**src/rtl/adder_share_arbiter_if.sv**
```systemverilog
`default_nettype none
// ============================================================================
// Module   : adder_share_arbiter_if
// Purpose  : Bundles the two requester channels, the two response channels
//            and the shared-adder connection of adder_share_arbiter.
//            slave  = the arbiter side, master = clients plus adder side.
// Revision : 1.0 - initial release
// ============================================================================
interface adder_share_arbiter_if #(
  parameter int WIDTH = 64
);
  logic             req0_valid;
  logic             req1_valid;
  logic [WIDTH-1:0] req0_a;
  logic [WIDTH-1:0] req0_b;
  logic [WIDTH-1:0] req1_a;
  logic [WIDTH-1:0] req1_b;
  logic             req0_ready;
  logic             req1_ready;
  logic             rsp0_valid;
  logic             rsp1_valid;
  logic [WIDTH-1:0] rsp0_sum;
  logic [WIDTH-1:0] rsp1_sum;
  logic             rsp0_carry;
  logic             rsp1_carry;
  logic             rsp0_ready;
  logic             rsp1_ready;
  logic [WIDTH-1:0] add_a;
  logic [WIDTH-1:0] add_b;
  logic [WIDTH-1:0] add_sum;
  logic             add_carry;

  modport slave (
    input  req0_valid, req1_valid, req0_a, req0_b, req1_a, req1_b,
    input  rsp0_ready, rsp1_ready, add_sum, add_carry,
    output req0_ready, req1_ready, rsp0_valid, rsp1_valid,
    output rsp0_sum, rsp1_sum, rsp0_carry, rsp1_carry, add_a, add_b
  );

  modport master (
    output req0_valid, req1_valid, req0_a, req0_b, req1_a, req1_b,
    output rsp0_ready, rsp1_ready, add_sum, add_carry,
    input  req0_ready, req1_ready, rsp0_valid, rsp1_valid,
    input  rsp0_sum, rsp1_sum, rsp0_carry, rsp1_carry, add_a, add_b
  );
endinterface
`default_nettype wire

```
**src/rtl/adder_share_arbiter.sv**
```systemverilog
`default_nettype none
// ============================================================================
// Module   : adder_share_arbiter
// Purpose  : Time-shares one registered-output adder between two requesters.
//            Launches the winner's operands, waits ADDER_LAT edges, captures
//            {carry,sum} and returns it on the winner's response channel.
//            Optional feature macro: ADD_ARB_ROUND_ROBIN_EN (round-robin
//            arbitration; fixed priority to req0 when undefined).
// Revision : 1.0 - initial release
// ============================================================================
module adder_share_arbiter #(
  parameter int WIDTH     = 64,
  parameter int ADDER_LAT = 1   // legal 1..7
) (
  input  logic                 clk,
  input  logic                 rst,
  adder_share_arbiter_if.slave bus,
  output logic                 busy,
  output logic                 grant_id
);

  localparam logic [2:0] C_LAT = 3'(ADDER_LAT);

  typedef enum logic [1:0] {
    S_IDLE = 2'd0,
    S_WAIT = 2'd1,
    S_RESP = 2'd2
  } state_t;

  state_t           r_state;
  logic [2:0]       r_cnt;
  logic [WIDTH-1:0] r_add_a;
  logic [WIDTH-1:0] r_add_b;
  logic [WIDTH-1:0] r_rsp0_sum;
  logic [WIDTH-1:0] r_rsp1_sum;
  logic             r_rsp0_carry;
  logic             r_rsp1_carry;
  logic             r_rsp0_valid;
  logic             r_rsp1_valid;
  logic             r_grant;

  logic w_win;      // 0 = req0, 1 = req1; meaningful only when some req is valid
  logic w_idle;
  logic w_accept;
  logic w_rsp_hs;

`ifdef ADD_ARB_ROUND_ROBIN_EN
  logic r_last;     // requester granted most recently

  // Under contention favour the requester that was not granted last
  always_comb begin
    w_win = bus.req1_valid & ~bus.req0_valid;
    if (bus.req0_valid && bus.req1_valid) begin
      w_win = ~r_last;
    end
  end

  // Pointer follows every accepted grant; reset makes req0 win first
  always_ff @(posedge clk or posedge rst) begin
    if (rst) begin
      r_last <= 1'b1;
    end else if (w_accept) begin
      r_last <= w_win;
    end
  end
`else
  assign w_win = bus.req1_valid & ~bus.req0_valid;
`endif

  // Requests are only taken in IDLE and never while reset is asserted
  assign w_idle         = (r_state == S_IDLE) & ~rst;
  assign bus.req0_ready = w_idle & bus.req0_valid & ~w_win;
  assign bus.req1_ready = w_idle & bus.req1_valid &  w_win;
  assign w_accept       = w_idle & (bus.req0_valid | bus.req1_valid);
  assign w_rsp_hs       = r_grant ? (r_rsp1_valid & bus.rsp1_ready)
                                  : (r_rsp0_valid & bus.rsp0_ready);

  assign bus.add_a      = r_add_a;
  assign bus.add_b      = r_add_b;
  assign bus.rsp0_valid = r_rsp0_valid;
  assign bus.rsp1_valid = r_rsp1_valid;
  assign bus.rsp0_sum   = r_rsp0_sum;
  assign bus.rsp1_sum   = r_rsp1_sum;
  assign bus.rsp0_carry = r_rsp0_carry;
  assign bus.rsp1_carry = r_rsp1_carry;
  assign busy           = (r_state != S_IDLE);
  assign grant_id       = r_grant;

  // Sequencer: launch operands, count out the adder latency, hold the result
  always_ff @(posedge clk or posedge rst) begin
    if (rst) begin
      r_state      <= S_IDLE;
      r_cnt        <= 3'd0;
      r_add_a      <= '0;
      r_add_b      <= '0;
      r_rsp0_sum   <= '0;
      r_rsp1_sum   <= '0;
      r_rsp0_carry <= 1'b0;
      r_rsp1_carry <= 1'b0;
      r_rsp0_valid <= 1'b0;
      r_rsp1_valid <= 1'b0;
      r_grant      <= 1'b0;
    end else begin
      case (r_state)
        S_IDLE: begin
          if (w_accept) begin
            r_add_a <= w_win ? bus.req1_a : bus.req0_a;
            r_add_b <= w_win ? bus.req1_b : bus.req0_b;
            r_grant <= w_win;
            r_cnt   <= C_LAT;
            r_state <= S_WAIT;
          end
        end
        S_WAIT: begin
          if (r_cnt != 3'd0) begin
            r_cnt <= r_cnt - 3'd1;
          end else begin
            if (r_grant) begin
              r_rsp1_sum   <= bus.add_sum;
              r_rsp1_carry <= bus.add_carry;
              r_rsp1_valid <= 1'b1;
            end else begin
              r_rsp0_sum   <= bus.add_sum;
              r_rsp0_carry <= bus.add_carry;
              r_rsp0_valid <= 1'b1;
            end
            r_state <= S_RESP;
          end
        end
        S_RESP: begin
          if (w_rsp_hs) begin
            r_rsp0_valid <= 1'b0;
            r_rsp1_valid <= 1'b0;
            r_state      <= S_IDLE;
          end
        end
        default: r_state <= S_IDLE;
      endcase
    end
  end

endmodule
`default_nettype wire
```
**src/flat_wrapper.sv**
```systemverilog
// flat-port wrapper written by rule: the top's interface ports become plain ports
module adder_share_arbiter_flat 
#(
  parameter int WIDTH     = 64,
  parameter int ADDER_LAT = 1                
)
  (clk, rst, busy, grant_id, bus_req0_valid, bus_req1_valid, bus_req0_a, bus_req0_b, bus_req1_a, bus_req1_b, bus_rsp0_ready, bus_rsp1_ready, bus_add_sum, bus_add_carry, bus_req0_ready, bus_req1_ready, bus_rsp0_valid, bus_rsp1_valid, bus_rsp0_sum, bus_rsp1_sum, bus_rsp0_carry, bus_rsp1_carry, bus_add_a, bus_add_b);
  adder_share_arbiter_if #(.WIDTH(WIDTH)) bus_i ();
  input  logic clk;
  input  logic rst;
  output logic busy;
  output logic grant_id;
  input wire logic [$bits(bus_i.req0_valid)-1:0] bus_req0_valid;
  input wire logic [$bits(bus_i.req1_valid)-1:0] bus_req1_valid;
  input wire logic [$bits(bus_i.req0_a)-1:0] bus_req0_a;
  input wire logic [$bits(bus_i.req0_b)-1:0] bus_req0_b;
  input wire logic [$bits(bus_i.req1_a)-1:0] bus_req1_a;
  input wire logic [$bits(bus_i.req1_b)-1:0] bus_req1_b;
  input wire logic [$bits(bus_i.rsp0_ready)-1:0] bus_rsp0_ready;
  input wire logic [$bits(bus_i.rsp1_ready)-1:0] bus_rsp1_ready;
  input wire logic [$bits(bus_i.add_sum)-1:0] bus_add_sum;
  input wire logic [$bits(bus_i.add_carry)-1:0] bus_add_carry;
  output wire logic [$bits(bus_i.req0_ready)-1:0] bus_req0_ready;
  output wire logic [$bits(bus_i.req1_ready)-1:0] bus_req1_ready;
  output wire logic [$bits(bus_i.rsp0_valid)-1:0] bus_rsp0_valid;
  output wire logic [$bits(bus_i.rsp1_valid)-1:0] bus_rsp1_valid;
  output wire logic [$bits(bus_i.rsp0_sum)-1:0] bus_rsp0_sum;
  output wire logic [$bits(bus_i.rsp1_sum)-1:0] bus_rsp1_sum;
  output wire logic [$bits(bus_i.rsp0_carry)-1:0] bus_rsp0_carry;
  output wire logic [$bits(bus_i.rsp1_carry)-1:0] bus_rsp1_carry;
  output wire logic [$bits(bus_i.add_a)-1:0] bus_add_a;
  output wire logic [$bits(bus_i.add_b)-1:0] bus_add_b;
  assign bus_i.req0_valid = bus_req0_valid;
  assign bus_i.req1_valid = bus_req1_valid;
  assign bus_i.req0_a = bus_req0_a;
  assign bus_i.req0_b = bus_req0_b;
  assign bus_i.req1_a = bus_req1_a;
  assign bus_i.req1_b = bus_req1_b;
  assign bus_i.rsp0_ready = bus_rsp0_ready;
  assign bus_i.rsp1_ready = bus_rsp1_ready;
  assign bus_i.add_sum = bus_add_sum;
  assign bus_i.add_carry = bus_add_carry;
  assign bus_req0_ready = bus_i.req0_ready;
  assign bus_req1_ready = bus_i.req1_ready;
  assign bus_rsp0_valid = bus_i.rsp0_valid;
  assign bus_rsp1_valid = bus_i.rsp1_valid;
  assign bus_rsp0_sum = bus_i.rsp0_sum;
  assign bus_rsp1_sum = bus_i.rsp1_sum;
  assign bus_rsp0_carry = bus_i.rsp0_carry;
  assign bus_rsp1_carry = bus_i.rsp1_carry;
  assign bus_add_a = bus_i.add_a;
  assign bus_add_b = bus_i.add_b;
  adder_share_arbiter #(.WIDTH(WIDTH), .ADDER_LAT(ADDER_LAT)) u_core (.clk(clk), .rst(rst), .bus(bus_i), .busy(busy), .grant_id(grant_id));
endmodule
```
**config.mk**
```make
export PLATFORM = sky130hd
export DESIGN_NAME = adder_share_arbiter_flat
export DESIGN_NICKNAME = d
export VERILOG_FILES = /design/src/rtl/adder_share_arbiter_if.sv /design/src/rtl/adder_share_arbiter.sv /design/src/flat_wrapper.sv
export SDC_FILE = /design/constraint.sdc
export NUM_CORES = 1
export LEC_CHECK = 0
export CORE_AREA = 2 2 230 232
export CTS_BUF_LIST = sky130_fd_sc_hd__clkbuf_8
export CTS_CLUSTER_SIZE = 12
export DETAILED_ROUTE_END_ITERATION = 7
export DIE_AREA = 0 0 232 234
export GPL_TIMING_DRIVEN = 0
export PLACE_DENSITY = 0.51
export SLEW_MARGIN = 20
export SYNTH_ARGS = -nofsm -noshare
export SYNTH_HDL_FRONTEND = slang
export SYNTH_SLANG_ARGS = --single-unit
```
**constraint.sdc**
```tcl
create_clock -name clk -period 11.2 [get_ports clk]
set_input_delay 1.12 -clock clk [delete_from_list [all_inputs] [get_ports clk]]
set_output_delay 1.12 -clock clk [all_outputs]
set_load 0.05 [all_outputs]
```
==> flow_summary.yaml <==
synthesis:
  synth_fa_ha_area_share_pct: 0.2105
  synthCells: 731
  avgSynthCellArea_um2: 16.26
  yosysWarnings: 0
  synthMuxAreaShare_pct: 38.68
  synth_area_leaders: "dfrtp_1 (56%), mux2_2 (29%), mux2_4 (8.5%)"
  ys.flop_type: "dfrtp_1"
  yosysUniqueCellTypes: 29
  synth.largest_area_cell: "dfrtp_1"
  synth_xor_area_share_pct: 0
  synth_top_area_share_pct: 55.99
  synth_edf_count: 0
  synth_compound_area_share_pct: 0.4947
  synth_fp_nets: 1060
  synth_top_family_by_area: "multiplexers"
  synthArstFlopShare_pct: 100.0
  seq_area_frac_synth_pct: 55.99
  synth-simple-area-share_pct: 0.9788
  synth-seq-cells: 266
  syn_area_um2: 11890
floorplanning:
  die-area_um2: 54290
  die_w_um: 232
  die_h_um: 234
  io_pins: 591
  initial_core_util_pct: 22.85
  fp-row-count: 84
  coreArea_um2: 52020
critical_path:
  critPathCaptureType: "output port"
  cp-start-kind: "input port"
  cp_max_fo: 10
  path_cells: "clkdlybuf4s50_1 > nor2b_1 > buf_6 > buf_6 > and2_1 > clkdlybuf4s50_1"
  required_ns: 10.08
  cpMaxStageDelayCell: "clkdlybuf4s50_1"
  critPathKind: "input port to output port"
  slowest_delay_ns: 0.84
  critical-path-top-delay-family: "buffers and inverters"
  crit_buf_inv: 4
  worstPathArrival_ns: 3.26
detailed_routing:
  first_pass_iters: 4
  wirelength_mm: 42.03
  ant_nets: 0
  vias: 8545
  wire_per_inst_um: 20.00
  vias_per_cell: 4.065
  drc_errors: 0
  drtIter0Drc: 189
placement:
  hpwl_mm: 32.37
  portBuffers: 590
  gp_congestion: 0.7688
  dp.cells: 2011
  dpl_cell_area_um2: 18720
cts:
  clockBufferDepth: 3
  clkTransAtPathRegs_ns: 0.06
  hold_buffers: 0
  htree_levels: 2
  cts_setup_buffers: 0
  cts_root_buf: "clkbuf_8"
  cts_tree: "yes"
  post_cts_resized: 0
  insertion_delay_ns: 0.63
  cts.sinks: 266
  cts_made_buffers: 52
layout:
  fin_cells: 2102
  drive_gt1_share_pct: 35.27
  syn_to_final_growth_pct: 66.11
  fin_area_um2: 19750
  nets: 1706
sta:
  slew_headroom_pct: 56.19
  period_share_pct: 39.10
  finalHoldViolCount: 0
  fmax_ghz: 0.2284
  worst_clock_skew_ns: 0.02793
  slew_viol_final: 0
  setup_viol: 0
  rsz0062_at_grt: "no"
  period_needed_ns: 4.379
  max_slew.worst_pin.slew_ns: 0.6572
global_route:
  grt.overflow.total: 0
  antenna_found_initial: 2
  globalRouteTotalUtil_pct: 14.99
  grt_pass1_vias: 9405
  grt_max_degree: 100
  grt_pass1_wl_mm: 60.64
power:
  p_leak_nw: 8.125
  peakVddDrop_mv: 0.1662
  pwr_density_cell_nw_per_um2: 334.0
outcome:
  status: "completed"
flow_run:
  maxCapViolCount: 0
worst_hold_path:
  hold_class: "register to register"
## flip-flops by register name (all words and copies together) (netlist names)
| name | flops |
|---|---|
| u_core.bus.rsp0_sum | 64 |
| u_core.bus.rsp0_valid | 1 |
| u_core.bus.add_a | 64 |
| u_core.bus.rsp1_valid | 1 |
| u_core.r_state | 2 |
| u_core.bus.add_b | 64 |
| u_core.grant_id | 1 |
| u_core.bus.rsp1_carry | 1 |
| u_core.r_cnt | 3 |
| u_core.bus.rsp0_carry | 1 |
| u_core.bus.rsp1_sum | 64 |
## logic make-up (layout without fill, tap and decap cells)
kind of cell,Yosys count,in the layout
adder cells (fa/ha/maj),2,2
other,0,2
flip-flops,266,266
AND/OR/NAND/NOR,20,20
buffers and inverters,48,729
AO/OA/AOI/OAI,9,9
multiplexers,386,386
## worst reg2reg max path, stage by stage, from the launching register on
cell and delay (ns):
dfrtp_1 0.35, inv_1 0.09, ha_1 0.15, ha_1 0.18, nand3b_1 0.10, nor2_1 0.33
buf_2 0.37, buf_6 0.22, mux2_2 0.35
## layout by cell type, fill, tap and decap left out, drive strengths merged
master	netlist	routed
and2	2	2
mux2	386	386
nand2b	2	2
nor3	1	1
nor2	3	3
o21ai	2	2
dfrtp	266	266
nand2	4	4
clkdlybuf4s50	0	590
nand3b	1	1
buf	43	45
ha	2	2
or3b	1	1
clkbuf	1	67
o22ai	2	2
or2	1	1
nand3	1	1
o21a	1	1
a21oi	2	2
clkinv	0	3
nand4b	1	1
o21ba	1	1
inv	4	24
a2bb2oi	1	1
diode	0	2
nor2b	3	3
## cell usage after synthesis, drive strengths merged (2+ instances only)
cell	instances
buf	43
ha	2
dfrtp	266
nor2b	3
a21oi	2
o21ai	2
nand2	4
mux2	386
nand2b	2
inv	4
o22ai	2
nor2	3
and2	2
## through the flow
| step | utilization, % | total power [mW] | setup WS [ns] | setup TNS (ns) | hold slack (ns) |
|---|---|---|---|---|---|
| 3_3_place_gp | 35.86 | 5.665 | -1.537 | -402.10 | 0.4695 |
| 2_1_floorplan | - | 4.259 | 2.755 | 0 | 0.5120 |
| 5_1_grt | 37.95 | 6.901 | 6.677 | 0 | 0.5035 |
| 6_report | 37.96 | 6.596 | 6.821 | 0 | 0.4834 |
| 3_5_place_dp | 35.98 | 5.684 | 6.775 | 0 | 0.4774 |
| 4_1_cts | 37.95 | 6.702 | 6.761 | 0 | 0.4907 |
## final cells by class
type                            instances  area (um^2)
Fill cell                            5041        32280
Sequential cell                       266         6656
Timing Repair Buffer                  592         5961
Multi-Input combinational cell        417         4798
Clock buffer                           66        908.4
Tap cell                              688        860.8
Buffer                                 44        417.9
Clock inverter                         23        116.4
Inverter                                4        22.52
Antenna cell                            2        5.005
## where the power goes
part | internal, mW | total, mW | switching [mW]
Clock | 0.527 | 0.963 | 0.436
Combinational | 1.52 | 3.92 | 2.40
Sequential | 1.46 | 1.71 | 0.256
Total | 3.50 | 6.60 | 3.09
## final timing paths
kind | start | endpoint | slack [ns] | depth (start not counted)
setup / recovery | bus_req1_valid | bus_req1_ready | 6.82 | 6
hold / removal | u_core.bus.add_b[3] | u_core.bus.add_b[3] | 0.48 | 1
setup reg to reg | u_core.r_cnt[0] | u_core.bus.rsp0_sum[36] | 8.91 | 8
hold reg to reg | u_core.bus.add_b[3] | u_core.bus.add_b[3] | 0.48 | 1
max in group asynchronous | rst | u_core.bus.add_b[21] | 8.84 | 4
min in group asynchronous | rst | u_core.bus.add_b[4] | 1.00 | 2
## metal layers
layer / share of wire (%) / global-route usage [%] / vias to the layer above
met2: 51 / 26.47 / 328
met5: 0.024 / 0 / -
met3: 8.5 / 5.277 / 65
met1: 38 / 16.67 / 4222
met4: 2.5 / 5.288 / 2
li1: - / - / 3928
(Power assumes the default switching activity.)
